[src/rtl/pdec_pkg.sv]
// Shared definitions for the priority-decoder stream block: default index
// width and the frame-tracking state encoding.
package pdec_pkg;

  // Default index width; the decoded word and the mask are 2**W bits wide.
  localparam int DEF_W = 3;

  // Frame tracker: IDLE between frames, ACCUM inside a frame, DONE for the
  // single cycle after a frame's last index (drives mask_valid).
  typedef enum logic [1:0] {
    IDLE  = 2'd0,
    ACCUM = 2'd1,
    DONE  = 2'd2
  } state_t;

endpackage

[src/rtl/onehot_dec.sv]
// Combinational W-to-2**W one-hot decoder. Every index value is legal.
module onehot_dec
  import pdec_pkg::*;
#(
  parameter  int W = DEF_W,
  localparam int N = 1 << W
) (
  input  logic [W-1:0] idx,
  output logic [N-1:0] onehot
);

  // Set the single bit selected by idx.
  always_comb begin
    // NOTE: assigning a default before the indexed write keeps every bit
    // driven on every path, so no latch is inferred.
    onehot      = '0;
    onehot[idx] = 1'b1;
  end

endmodule

[src/rtl/pdecoder_stream.sv]
// Receiving end of a priority-encoder link. Each accepted index is emitted
// as a registered one-hot word through a one-entry, bubble-free output
// buffer. Indices are OR-ed into an accumulator until the index tagged
// last, when the completed frame's mask is published with a one-cycle
// mask_valid pulse. A repeated index within a frame raises dup_err.
module pdecoder_stream
  import pdec_pkg::*;
#(
  parameter  int W = DEF_W,
  localparam int N = 1 << W
) (
  input  logic         clk,
  input  logic         rst_n,
  input  logic [W-1:0] in_idx,
  input  logic         in_valid,
  input  logic         in_last,
  output logic         in_ready,
  output logic [N-1:0] out_onehot,
  output logic         out_valid,
  input  logic         out_ready,
  output logic [N-1:0] mask,
  output logic         mask_valid,
  output logic         dup_err
);

  logic [N-1:0] dec;
  logic [N-1:0] acc;
  logic         accept;
  logic         hit;
  state_t       state;
  state_t       state_nxt;

  onehot_dec #(.W(W)) u_dec (
    .idx    (in_idx),
    .onehot (dec)
  );

  // The buffer frees up in the same cycle its word is consumed, so a new
  // index can replace it without a bubble. Held low while in reset.
  assign in_ready = rst_n && (!out_valid || out_ready);
  assign accept   = in_valid && in_ready;
  assign hit      = |(acc & dec);

  // One-entry output buffer: load on accept, empty on consume-without-refill.
  always_ff @(posedge clk or negedge rst_n) begin
    if (!rst_n) begin
      out_onehot <= '0;
      out_valid  <= 1'b0;
    end else if (accept) begin
      // NOTE: registered state uses non-blocking assignments so every flop
      // samples pre-edge values regardless of statement order.
      out_onehot <= dec;
      out_valid  <= 1'b1;
    end else if (out_ready) begin
      out_valid  <= 1'b0;
    end
  end

  // Frame accumulator, published mask and duplicate-index flag.
  always_ff @(posedge clk or negedge rst_n) begin
    if (!rst_n) begin
      acc     <= '0;
      mask    <= '0;
      dup_err <= 1'b0;
    end else begin
      dup_err <= accept && hit;
      if (accept && in_last) begin
        mask <= acc | dec;
        acc  <= '0;
      end else if (accept) begin
        acc  <= acc | dec;
      end
    end
  end

  // Frame-tracker state register.
  always_ff @(posedge clk or negedge rst_n) begin
    if (!rst_n) state <= IDLE;
    else        state <= state_nxt;
  end

  // Frame-tracker next state; a last index always lands in DONE so that
  // back-to-back frames keep mask_valid high.
  always_comb begin
    state_nxt = state;
    unique case (state)
      IDLE: begin
        if (accept) state_nxt = in_last ? DONE : ACCUM;
      end
      ACCUM: begin
        if (accept && in_last) state_nxt = DONE;
      end
      DONE: begin
        if (accept) state_nxt = in_last ? DONE : ACCUM;
        else        state_nxt = IDLE;
      end
      default: state_nxt = IDLE;
    endcase
  end

  assign mask_valid = (state == DONE);

endmodule
[config.mk]
export PLATFORM = sky130hd
export DESIGN_NAME = pdecoder_stream
export DESIGN_NICKNAME = d
export VERILOG_FILES = /design/src/rtl/pdec_pkg.sv /design/src/rtl/onehot_dec.sv /design/src/rtl/pdecoder_stream.sv
export SDC_FILE = /design/constraint.sdc
export NUM_CORES = 1
export LEC_CHECK = 0
export CAP_MARGIN = 10
export CORE_MARGIN = 10
export CORE_UTILIZATION = 55
export CTS_BUF_LIST = sky130_fd_sc_hd__clkbuf_4
export CTS_CLUSTER_SIZE = 20
export DETAILED_ROUTE_END_ITERATION = 8
export PLACE_DENSITY_LB_ADDON = 0.2
export RECOVER_POWER = 25
export SKIP_CTS_REPAIR_TIMING = 1
export SYNTH_ARGS = -nofsm -noshare
export SYNTH_HDL_FRONTEND = slang
export SYNTH_HIERARCHICAL = 1
export SYNTH_SLANG_ARGS = --single-unit
[constraint.sdc]
create_clock -name clk -period 3.89 [get_ports clk]
set_input_delay 0.5835 -clock clk [delete_from_list [all_inputs] [get_ports clk]]
set_output_delay 0.5835 -clock clk [all_outputs]
set_load 0.05 [all_outputs]
==> flow_summary.ini <==
[status]
outcome = complete, no violations

[routing]
dr.pass1.iters = 3
vias = 880
drt-vias-per-instance = 5.432
routedWlPerCell_um = 15.92
wl_mm = 2.579
drt_iter0_drc = 38
drt-met1-wl_mm = 1.170
drc = 0
top_layer = met4
postRouteAntennaNets = 0
dr_wl_met2_mm = 1.250
dr_wl_met3_um = 145

[synthesis]
netlist_area_um2 = 1286
synth_area_leaders = dfrtp_1 (54%), mux2_1 (7.0%), nor3b_1 (6.4%)
synth.top_cell.area_share_pct = 54.47
syn_nets = 113
synthCells = 105
synth-async-reset-ratio_pct = 100.0
synth-seq-area-share_pct = 54.47
synth_most_common_cell = dfrtp_1
synth_area_per_cell_um2 = 12.25
ys_types = 23
ys_ff_latch = 28
synth_edf_count = 0
yosys_warnings = 6
synth_common_cells = dfrtp_1 (28), nor3b_1 (11), o21a_1 (9)
synth_ff_type = dfrtp_1
yosys.area.top_type = dfrtp_1

[layout]
layout.nets = 143
diodes = 0
areaGrowthSynthToFinish_pct = 25.49
finalInstanceArea_um2 = 1614
drive_above_1_share_pct = 9.701
fill_cells = 166

[critical_path]
cp_max_fo = 4
cp.arrival_ns = 1.69
crit_type = flop to output pin
cp-start-kind = flop
crit_path_max_incr_delay_ns = 0.81
cp_slowest_cell = clkdlybuf4s50_1
cp_top_family = buffers and inverters
end_kind = output pin
critPathBufInv = 1
cp.required_ns = 3.31
path_cells = nor2b_1 -> clkdlybuf4s50_1

[power_and_ir_drop]
p_per_area_nw_per_um2 = 511.5
peakVddDrop_mv = 0.3244
p_leak_nw = 0.7644
total_power_uw = 825.6

[timing]
fmax_mhz = 439.0
setup_viol = 0
whs_ns = 0.4928
rsz0062_at_grt = false
finalCriticalPeriod_ns = 2.278
slew-limit-headroom_pct = 7.458
setup_tns_ns = 0
finalCritPeriodShare_pct = 58.55
maxSlewViolCount = 0
hold_violations = 0
worst_pin_slew_ns = 1.388
fin_skew_ns = 0.002451

[clocking]
clkTransAtPathRegs_ns = 0.15
cts_tree = yes
htree_levels = 1
cts_sinks = 28
clockRootBuffer = clkbuf_4
clockBufferDepth = 2
insertion_delay_ns = 0.32
numCtsBuffers = 3

[global_routing]
grt_pass1_wl_mm = 4.271
grt_max_degree = 28
grt_usage_pct = 11.85
antenna_found_initial = 0
grt_pass1_vias = 907
gr-total-overflow = 0

[floorplanning]
core_um2 = 2212
die_x_um = 68.36
fp.dieH_um = 68.36
num_rows = 17
start_util_pct = 58.14
die_area_um2 = 4673
io_pins = 28

[flow_run]
drv_cap = 0

[placed_design]
hpwlAfterDp_mm = 1.910
gp_congestion = 0.7696
placed_area_um2 = 1565
portBuffers = 27

[hold_path]
min_path_type = flop to flop
==> cell families (layout without fill, tap and decap cells) <==
| kind of cell | after synthesis | after routing | synth area share [%] |
|---|---|---|---|
| flip-flops | 28 | 28 | 54.47 |
| AO/OA/AOI/OAI | 15 | 15 | 9.242 |
| buffers and inverters | 12 | 41 | 5.350 |
| multiplexers | 16 | 16 | 13.23 |
| AND/OR/NAND/NOR | 34 | 34 | 17.71 |
==> per-stage QoR <==
| step | setup slack (ns) | utilization [%] | instances |
|---|---|---|---|
| after floorplan | 2.142 | - | 105 |
| after global placement | 1.695 | 70.76 | 158 |
| after detailed placement | 1.640 | 70.76 | 158 |
| after CTS | 1.587 | 73.13 | 162 |
| after global routing | 1.489 | 72.96 | 162 |
| final | 1.612 | 72.96 | 162 |
==> report_power, final <==
| part | switching [mW] | leakage, nW | internal [mW] | total (mW) |
|---|---|---|---|---|
| combinational | 0.178 | 0.370 | 0.0979 | 0.276 |
| sequential | 0.0273 | 0.367 | 0.335 | 0.363 |
| clock | 0.0830 | 0.0279 | 0.104 | 0.187 |
| total | 0.288 | 0.764 | 0.538 | 0.826 |
==> worst reg2reg max path: stages, from the launching register on <==
cell and delay (ns):
dfrtp_1 0.41, nor2b_2 0.54, nor2_8 0.13, mux2_1 0.34
==> sequential cells by signal, indices dropped and copies added (netlist names) <==
register and flops:
acc 8, out_valid 1, mask 8, state 2
dup_err 1, out_onehot 8
==> final timing paths <==
check,end,cells past startpoint,startpoint,slack (ns)
max,mask_valid,2,state[0],1.61
min,state[1],1,state[1],0.49
max reg2reg,out_onehot[1],3,out_valid,2.38
min reg2reg,state[1],1,state[1],0.49
max in group asynchronous,acc[0],2,rst_n,1.85
min in group asynchronous,out_valid,1,rst_n,0.51
==> layer usage <==
| layer | track usage [%] | vias to the layer above |
|---|---|---|
| met2 | 19.53 | 13 |
| met3 | 3.100 | 2 |
| met4 | 4.523 | 0 |
| met5 | 0 | - |
| met1 | 14.48 | 443 |
| li1 | - | 422 |
==> cells in the final DEF (no fill, tap or decap) <==
cell type,n
dlygate4sd3_1,1
nor3b_1,11
clkbuf_4,3
a21boi_1,1
a22o_1,2
bufinv_16,1
inv_1,8
nand2_1,2
nand2b_1,1
nand4_1,1
and2_1,1
nor2b_1,2
and3_2,1
buf_4,2
nor2_1,8
clkbuf_1,1
a221oi_1,2
nor2_8,1
mux2i_1,8
o21a_1,9
dfrtp_1,28
a21oi_2,1
clkdlybuf4s50_1,25
mux2_1,8
and3b_2,3
nor2b_2,1
nor3_1,2
==> area by class of cell <==
type	count	area [um^2]	share of cell area, %
sequential	28	700.7	43.41
multi-input combinational	65	516.7	32.02
timing repair buffer	29	279.0	17.29
tap	28	35.03	2.171
clock inverter	1	30.03	1.860
inverter	8	30.03	1.860
clock buffer	3	22.52	1.395
Power figures use the tool's default switching activity.
